$ cat src/rtl/r4_butterfly_seq_if.sv
// r4_butterfly_seq_if: bundles the butterfly control/data bus and the shared-adder bus
//   start    - request a butterfly (sampled in IDLE)
//   in_data  - four complex inputs a..d, 64 bits each, {re,im}
//   busy     - butterfly in progress
//   done     - one-cycle pulse, out_data valid from this cycle
//   out_data - X0..X3, same packing as in_data
//   add_a/add_b/add_ctrl/add_en - adder operands, 0=add 1=sub, enable
//   add_ans  - adder result
// master = stage controller plus adder side, slave = sequencer.
interface r4_butterfly_seq_if;
    logic         start;
    logic [255:0] in_data;
    logic         busy;
    logic         done;
    logic [255:0] out_data;
    logic [31:0]  add_a;
    logic [31:0]  add_b;
    logic         add_ctrl;
    logic         add_en;
    logic [31:0]  add_ans;
    modport master (output start, in_data, add_ans,
                    input  busy, done, out_data, add_a, add_b, add_ctrl, add_en);
    modport slave  (input  start, in_data, add_ans,
                    output busy, done, out_data, add_a, add_b, add_ctrl, add_en);
endinterface

$ cat src/rtl/r4_butterfly_seq.sv
// r4_butterfly_seq: steps one shared FP add/sub unit through the 16 ops of a twiddle-free radix-4 butterfly
//   clk   - system clock, rising edge
//   rst_n - asynchronous active-low reset
//   bus   - slave side of r4_butterfly_seq_if (start/in_data/busy/done/out_data and the adder bus)
//   ADDER_LAT - register stages in the adder path (0..3); each op lasts ADDER_LAT+1 cycles
module r4_butterfly_seq #(
    parameter int unsigned ADDER_LAT = 0
) (
    input  logic clk,
    input  logic rst_n,
    r4_butterfly_seq_if.slave bus
);
    typedef enum logic [1:0] {IDLE, RUN, FIN} state_t;
    localparam logic [1:0] LAT = 2'(ADDER_LAT);
    state_t       state_q;
    logic [3:0]   op_q;
    logic [1:0]   wait_q;
    logic         busy_q;
    logic         done_q;
    logic [255:0] out_q;
    // Word file: 0..7 = ar,ai,br,bi,cr,ci,dr,di; 8..15 = t0r,t0i,t1r,t1i,t2r,t2i,t3r,t3i.
    // a..d are dead after op 7, so ops 8..15 park X0,X1,X2,X3 in the a,b,c,d slots.
    logic [31:0]  w_q [16];
    logic         run;
    logic [3:0]   src_a;
    logic [3:0]   src_b;
    logic [3:0]   dst;
    logic         sub;
    // Schedule decoded from op bits: op<8 pairs a/c or b/d into t0..t3,
    // op 8..11 combine t0/t2 into X0/X2, op 12..15 combine t1 with swapped t3 into X1/X3.
    always_comb begin
        run   = (state_q == RUN);
        src_a = {op_q[3], 1'b0, op_q[2], op_q[0]};
        src_b = {op_q[3], 1'b1, op_q[2], op_q[0] ^ (op_q[3] & op_q[2])};
        dst   = op_q[3] ? {1'b0, op_q[1], op_q[2], op_q[0]} : {1'b1, op_q[2], op_q[1], op_q[0]};
        sub   = op_q[1] ^ (op_q[3] & op_q[2] & op_q[0]);
    end
    assign bus.add_en   = run;
    assign bus.add_a    = run ? w_q[src_a] : 32'd0;
    assign bus.add_b    = run ? w_q[src_b] : 32'd0;
    assign bus.add_ctrl = run & sub;
    assign bus.busy     = busy_q;
    assign bus.done     = done_q;
    assign bus.out_data = out_q;
    always_ff @(posedge clk or negedge rst_n) begin
        if (!rst_n) begin
            state_q <= IDLE;
            op_q    <= 4'd0;
            wait_q  <= 2'd0;
            busy_q  <= 1'b0;
            done_q  <= 1'b0;
            out_q   <= '0;
            for (int i = 0; i < 16; i++) w_q[i] <= 32'd0;
        end else begin
            done_q <= 1'b0;
            case (state_q)
                IDLE: if (bus.start) begin
                    for (int k = 0; k < 4; k++) begin
                        w_q[2*k]   <= bus.in_data[64*k+32 +: 32];
                        w_q[2*k+1] <= bus.in_data[64*k +: 32];
                    end
                    busy_q  <= 1'b1;
                    op_q    <= 4'd0;
                    wait_q  <= 2'd0;
                    state_q <= RUN;
                end
                RUN: if (wait_q == LAT) begin
                    w_q[dst] <= bus.add_ans;
                    wait_q   <= 2'd0;
                    // op 15 finishes the butterfly; the counter never wraps into a new op
                    if (op_q == 4'd15) state_q <= FIN;
                    else op_q <= op_q + 4'd1;
                end else begin
                    wait_q <= wait_q + 2'd1;
                end
                FIN: begin
                    out_q   <= {w_q[6], w_q[7], w_q[4], w_q[5], w_q[2], w_q[3], w_q[0], w_q[1]};
                    done_q  <= 1'b1;
                    busy_q  <= 1'b0;
                    op_q    <= 4'd0;
                    state_q <= IDLE;
                end
                default: state_q <= IDLE;
            endcase
        end
    end
endmodule

$ cat src/flat_wrapper.sv
// flat-port wrapper written by rule: the top's interface ports become plain ports
module r4_butterfly_seq_flat 
#(
    parameter int unsigned ADDER_LAT = 0
)
  (clk, rst_n, bus_start, bus_in_data, bus_add_ans, bus_busy, bus_done, bus_out_data, bus_add_a, bus_add_b, bus_add_ctrl, bus_add_en);
  r4_butterfly_seq_if bus_i ();
  input  logic clk;
  input  logic rst_n;
  input wire logic [$bits(bus_i.start)-1:0] bus_start;
  input wire logic [$bits(bus_i.in_data)-1:0] bus_in_data;
  input wire logic [$bits(bus_i.add_ans)-1:0] bus_add_ans;
  output wire logic [$bits(bus_i.busy)-1:0] bus_busy;
  output wire logic [$bits(bus_i.done)-1:0] bus_done;
  output wire logic [$bits(bus_i.out_data)-1:0] bus_out_data;
  output wire logic [$bits(bus_i.add_a)-1:0] bus_add_a;
  output wire logic [$bits(bus_i.add_b)-1:0] bus_add_b;
  output wire logic [$bits(bus_i.add_ctrl)-1:0] bus_add_ctrl;
  output wire logic [$bits(bus_i.add_en)-1:0] bus_add_en;
  assign bus_i.start = bus_start;
  assign bus_i.in_data = bus_in_data;
  assign bus_i.add_ans = bus_add_ans;
  assign bus_busy = bus_i.busy;
  assign bus_done = bus_i.done;
  assign bus_out_data = bus_i.out_data;
  assign bus_add_a = bus_i.add_a;
  assign bus_add_b = bus_i.add_b;
  assign bus_add_ctrl = bus_i.add_ctrl;
  assign bus_add_en = bus_i.add_en;
  r4_butterfly_seq #(.ADDER_LAT(ADDER_LAT)) u_core (.clk(clk), .rst_n(rst_n), .bus(bus_i));
endmodule
$ cat config.mk
export PLATFORM = sky130hd
export DESIGN_NAME = r4_butterfly_seq_flat
export DESIGN_NICKNAME = d
export VERILOG_FILES = /design/src/rtl/r4_butterfly_seq_if.sv /design/src/rtl/r4_butterfly_seq.sv /design/src/flat_wrapper.sv
export SDC_FILE = /design/constraint.sdc
export NUM_CORES = 2
export LEC_CHECK = 0
export CAP_MARGIN = 20
export CORE_ASPECT_RATIO = 0.8
export CORE_MARGIN = 2
export CORE_UTILIZATION = 33
export DETAILED_ROUTE_END_ITERATION = 10
export HOLD_SLACK_MARGIN = 0.1
export SETUP_SLACK_MARGIN = 0.5
export SLEW_MARGIN = 40
export SYNTH_ARGS = -nofsm -noshare
export SYNTH_HDL_FRONTEND = slang
export SYNTH_SLANG_ARGS = --single-unit
$ cat constraint.sdc
create_clock -name clk -period 3.6 [get_ports clk]
set_input_delay 0.72 -clock clk [delete_from_list [all_inputs] [get_ports clk]]
set_output_delay 0.72 -clock clk [all_outputs]
set_load 0.05 [all_outputs]
==> impl_metrics.yaml <==
outcome:
  status: "complete, no violations"
synthesis:
  synthFlopType: "dfrtp_1"
  syn_nets: 3736
  synthArstFlopShare_pct: 100.0
  yosys_warnings: 0
  synth_top_cells_by_area: "dfrtp_1, mux2_2, o21a_1, nand2_1, o32a_1"
  synth_edf_count: 0
  synth_top_area_share_pct: 51.58
  synth_cell_types: 42
  synth_common_cells: "dfrtp_1, nand2_1, o21a_1"
  yosysMostFrequentCell: "dfrtp_1"
  yosysSeqAreaShare_pct: 51.58
  syn_inst: 3441
  synth-seq-cells: 778
  synth_top_cell_by_area: "dfrtp_1"
  syn_area_sq_mm: 0.03774
  synth_area_per_cell_sq_um: 10.97
sta:
  drv_slew: 0
  tightest_slew_ns: 0.8751
  fin_crit_sh_pct: 96.67
  finalSetupViolations: 0
  fmax_mhz: 287.3
  rsz0062_at_grt: "yes"
  fin_tns_setup_ns: 0
  clock_skew_ns: 0.02455
  maxSlewHeadroom_pct: 41.48
  fin_crit_ns: 3.480
  final_hold_viol_count: 0
worst_setup_path:
  ff2ff_path_depth: 7
  cp.arrival_ns: 2.76
  r2r_slack_ns: 0.77
  crit_fanout: 11
  path_cells: "nand2_4 > inv_2 > ha_4 > buf_12 > clkbuf_16 > mux2_2 > o22ai_4 > nor3_4 > buf_6"
  worstSetupPathType: "reg2out"
  required_ns: 2.88
  critPathLaunchType: "register"
  endpoint_kind: "output port"
  slowest_stage: "dfrtp_1"
  r2r-start: "u_core.op_q[2]"
  crit_buf_inv: 4
  r2r_end: "u_core.w_q[491]"
  cpPeakStageDelay_ns: 0.42
  crit_family: "buffers and inverters"
layout:
  multiInputGateArea_sq_mm: 0.01891
  fin_nets: 4276
  drive_above_1_share_pct: 27.74
  layoutNonFillerInstCount: 5566
  post-route-util_pct: 46.63
  fin_area_sq_mm: 0.05270
  syn2layout_area_growth_pct: 39.62
  ff_latch_area_sq_mm: 0.01948
  fill_cells: 10280
clock_tree:
  cts_htree_levels: 3
  root_buffer: "clkbuf_16"
  cts_tree: "built"
  clock-sinks: 778
  clk_path_buf_depth: 3
  cts_made_buffers: 87
  clk_pin_slew_ns: 0.06
  clock_latency_ns: 0.66
detailed_routing:
  drt_first_pass_iters: 7
  vias_per_cell: 5.565
  drtIter0Drc: 2434
  vias: 30980
  route.detailed.drc: 0
  drtAntennaViolNets: 0
  wire_per_inst_um: 27.76
  wl_um: 154500
placed_design:
  hpwl_um: 96600
  portBuffers: 614
  dp_cells: 5326
  place_area_sq_mm: 0.04662
  gp_congestion: 0.7914
grt:
  grt-ovfl-total: 0
  grt_pass1_vias: 31990
  grt_max_degree: 119
  antenna_found_initial: 28
  grt_pass1_wl_um: 223300
  track_usage_pct: 25.40
floorplan:
  die_height_um: 306.5
  die_area_sq_mm: 0.1171
  die_x_um: 382.1
  rows: 110
  start_util_pct: 33.40
  num_io_pins: 615
  coreArea_sq_mm: 0.1130
power_and_ir_drop:
  finalPower_w: 0.06385
  ir_worst_vdd_mv: 0.9266
  p_leak_nw: 22.03
  power_density_mw_per_mm2: 1212
min_path:
  min_path_type: "reg2reg"
  worstHoldEndpoint: "u_core.bus.out_data[31]"
  hold_depth: 2
  min_from: "u_core.bus.out_data[31]"
run:
  max_cap_viol_count: 0
-- worst reg2reg max path: stages (launching register included) --
cell	delay, ns
dfrtp_1	0.41
buf_4	0.15
buf_4	0.14
bufbuf_16	0.28
or4b_2	0.72
a221oi_4	0.24
buf_4	0.53
o32a_1	0.28
-- worst max-delay path by stage --
| stage | start | to | slack, ns | depth (start not counted) |
|---|---|---|---|---|
| 2_1_floorplan | u_core.op_q[2] | bus_add_b[0] | 0.41 | 12 |
| 3_3_place_gp | bus_start | u_core.w_q[346] | 0.49 | 6 |
| 3_5_place_dp | u_core.op_q[3] | bus_add_b[5] | 0.52 | 9 |
| 4_1_cts | u_core.op_q[0] | bus_add_b[5] | 0.12 | 7 |
| 5_1_grt | u_core.op_q[3] | bus_add_b[9] | 0.05 | 9 |
| 6_report | u_core.op_q[3] | bus_add_b[10] | 0.12 | 9 |
-- power by group --
part | leakage, nW | total [W] | internal (W) | switching [W]
clock | 1.42 | 0.00921 | 0.00533 | 0.00388
combinational | 11.1 | 0.0383 | 0.0172 | 0.0211
sequential | 9.51 | 0.0164 | 0.0131 | 0.00325
total | 22.0 | 0.0638 | 0.0356 | 0.0282
-- cell type report --
cell class / instances / area share [%]
diodes: 5 / 0.02374
clock buffers: 124 / 4.794
clock inverters: 33 / 0.7147
inverters: 8 / 0.07123
multi-input cells: 2304 / 35.88
flip-flops and latches: 778 / 36.96
well taps: 1512 / 3.590
repair buffers: 802 / 17.97
-- stage by stage --
step | hold WS [ns] | setup WS, ns
2_1_floorplan | 0.4244 | 0.4068
6_report | 0.4751 | 0.1197
4_1_cts | 0.1092 | 0.1248
3_3_place_gp | 0.4584 | 0.4883
3_5_place_dp | 0.4614 | 0.5183
5_1_grt | 0.4930 | 0.05012
-- placed cells by master (no fill, tap or decap), types with 6 or more instances in the layout --
| master | Yosys | final |
|---|---|---|
| a221oi_4 | 1 | 8 |
| buf_12 | 0 | 86 |
| buf_16 | 0 | 30 |
| buf_2 | 93 | 22 |
| buf_4 | 5 | 84 |
| buf_6 | 4 | 29 |
| buf_8 | 0 | 6 |
| bufinv_16 | 0 | 6 |
| clkbuf_1 | 225 | 16 |
| clkbuf_16 | 0 | 103 |
| clkbuf_8 | 0 | 21 |
| clkdlybuf4s50_1 | 0 | 525 |
| clkinv_2 | 0 | 13 |
| dfrtp_1 | 778 | 775 |
| inv_1 | 7 | 6 |
| mux2_1 | 10 | 10 |
| mux2_2 | 502 | 440 |
| mux2_4 | 0 | 62 |
| nand2_1 | 771 | 770 |
| nand2b_4 | 0 | 6 |
| nor3_2 | 1 | 20 |
| nor3_4 | 0 | 45 |
| o21a_1 | 512 | 512 |
| o22ai_1 | 129 | 24 |
| o22ai_2 | 0 | 49 |
| o22ai_4 | 0 | 56 |
| o32a_1 | 256 | 256 |
-- metal layers --
metal  routed length (um)  up-vias  track usage, %
met5                  258        -               0
met4                 4806       40           7.865
met3                 8803      282           5.489
met2                73630      940           41.39
met1                66990    16160           33.68
li1                     -    13550               -
-- sequential cells by signal, summed over array words and instances, names as in the netlist --
register,flops
u_core.bus.done,1
u_core.bus.busy,1
u_core.w_q,512
u_core.wait_q,2
u_core.bus.out_data,256
u_core.state_q,2
u_core.op_q,4
-- cell families after synthesis --
kind of cell               after synthesis  share of synthesized area [%]
DFF                                    778                          51.58
AOI/OAI and AO/OA                      914                          19.65
xor gates and xnor gates                 1                        0.02321
muxes                                  514                          15.33
adders and majority gates                4                         0.1326
and+or+nand+nor                        870                          9.263
buffers and inverters                  360                          4.018
-- repair_timing --
item	CTS	global route
pin swaps	42	40
setup buffers	28	11
hold buffers	0	1
gates resized for setup	168	161
endpoints found under the hold margin	0	20
cloned	26	11
setup endpoints to repair	64	64
Note: power is estimated with default switching activity, not from simulation.
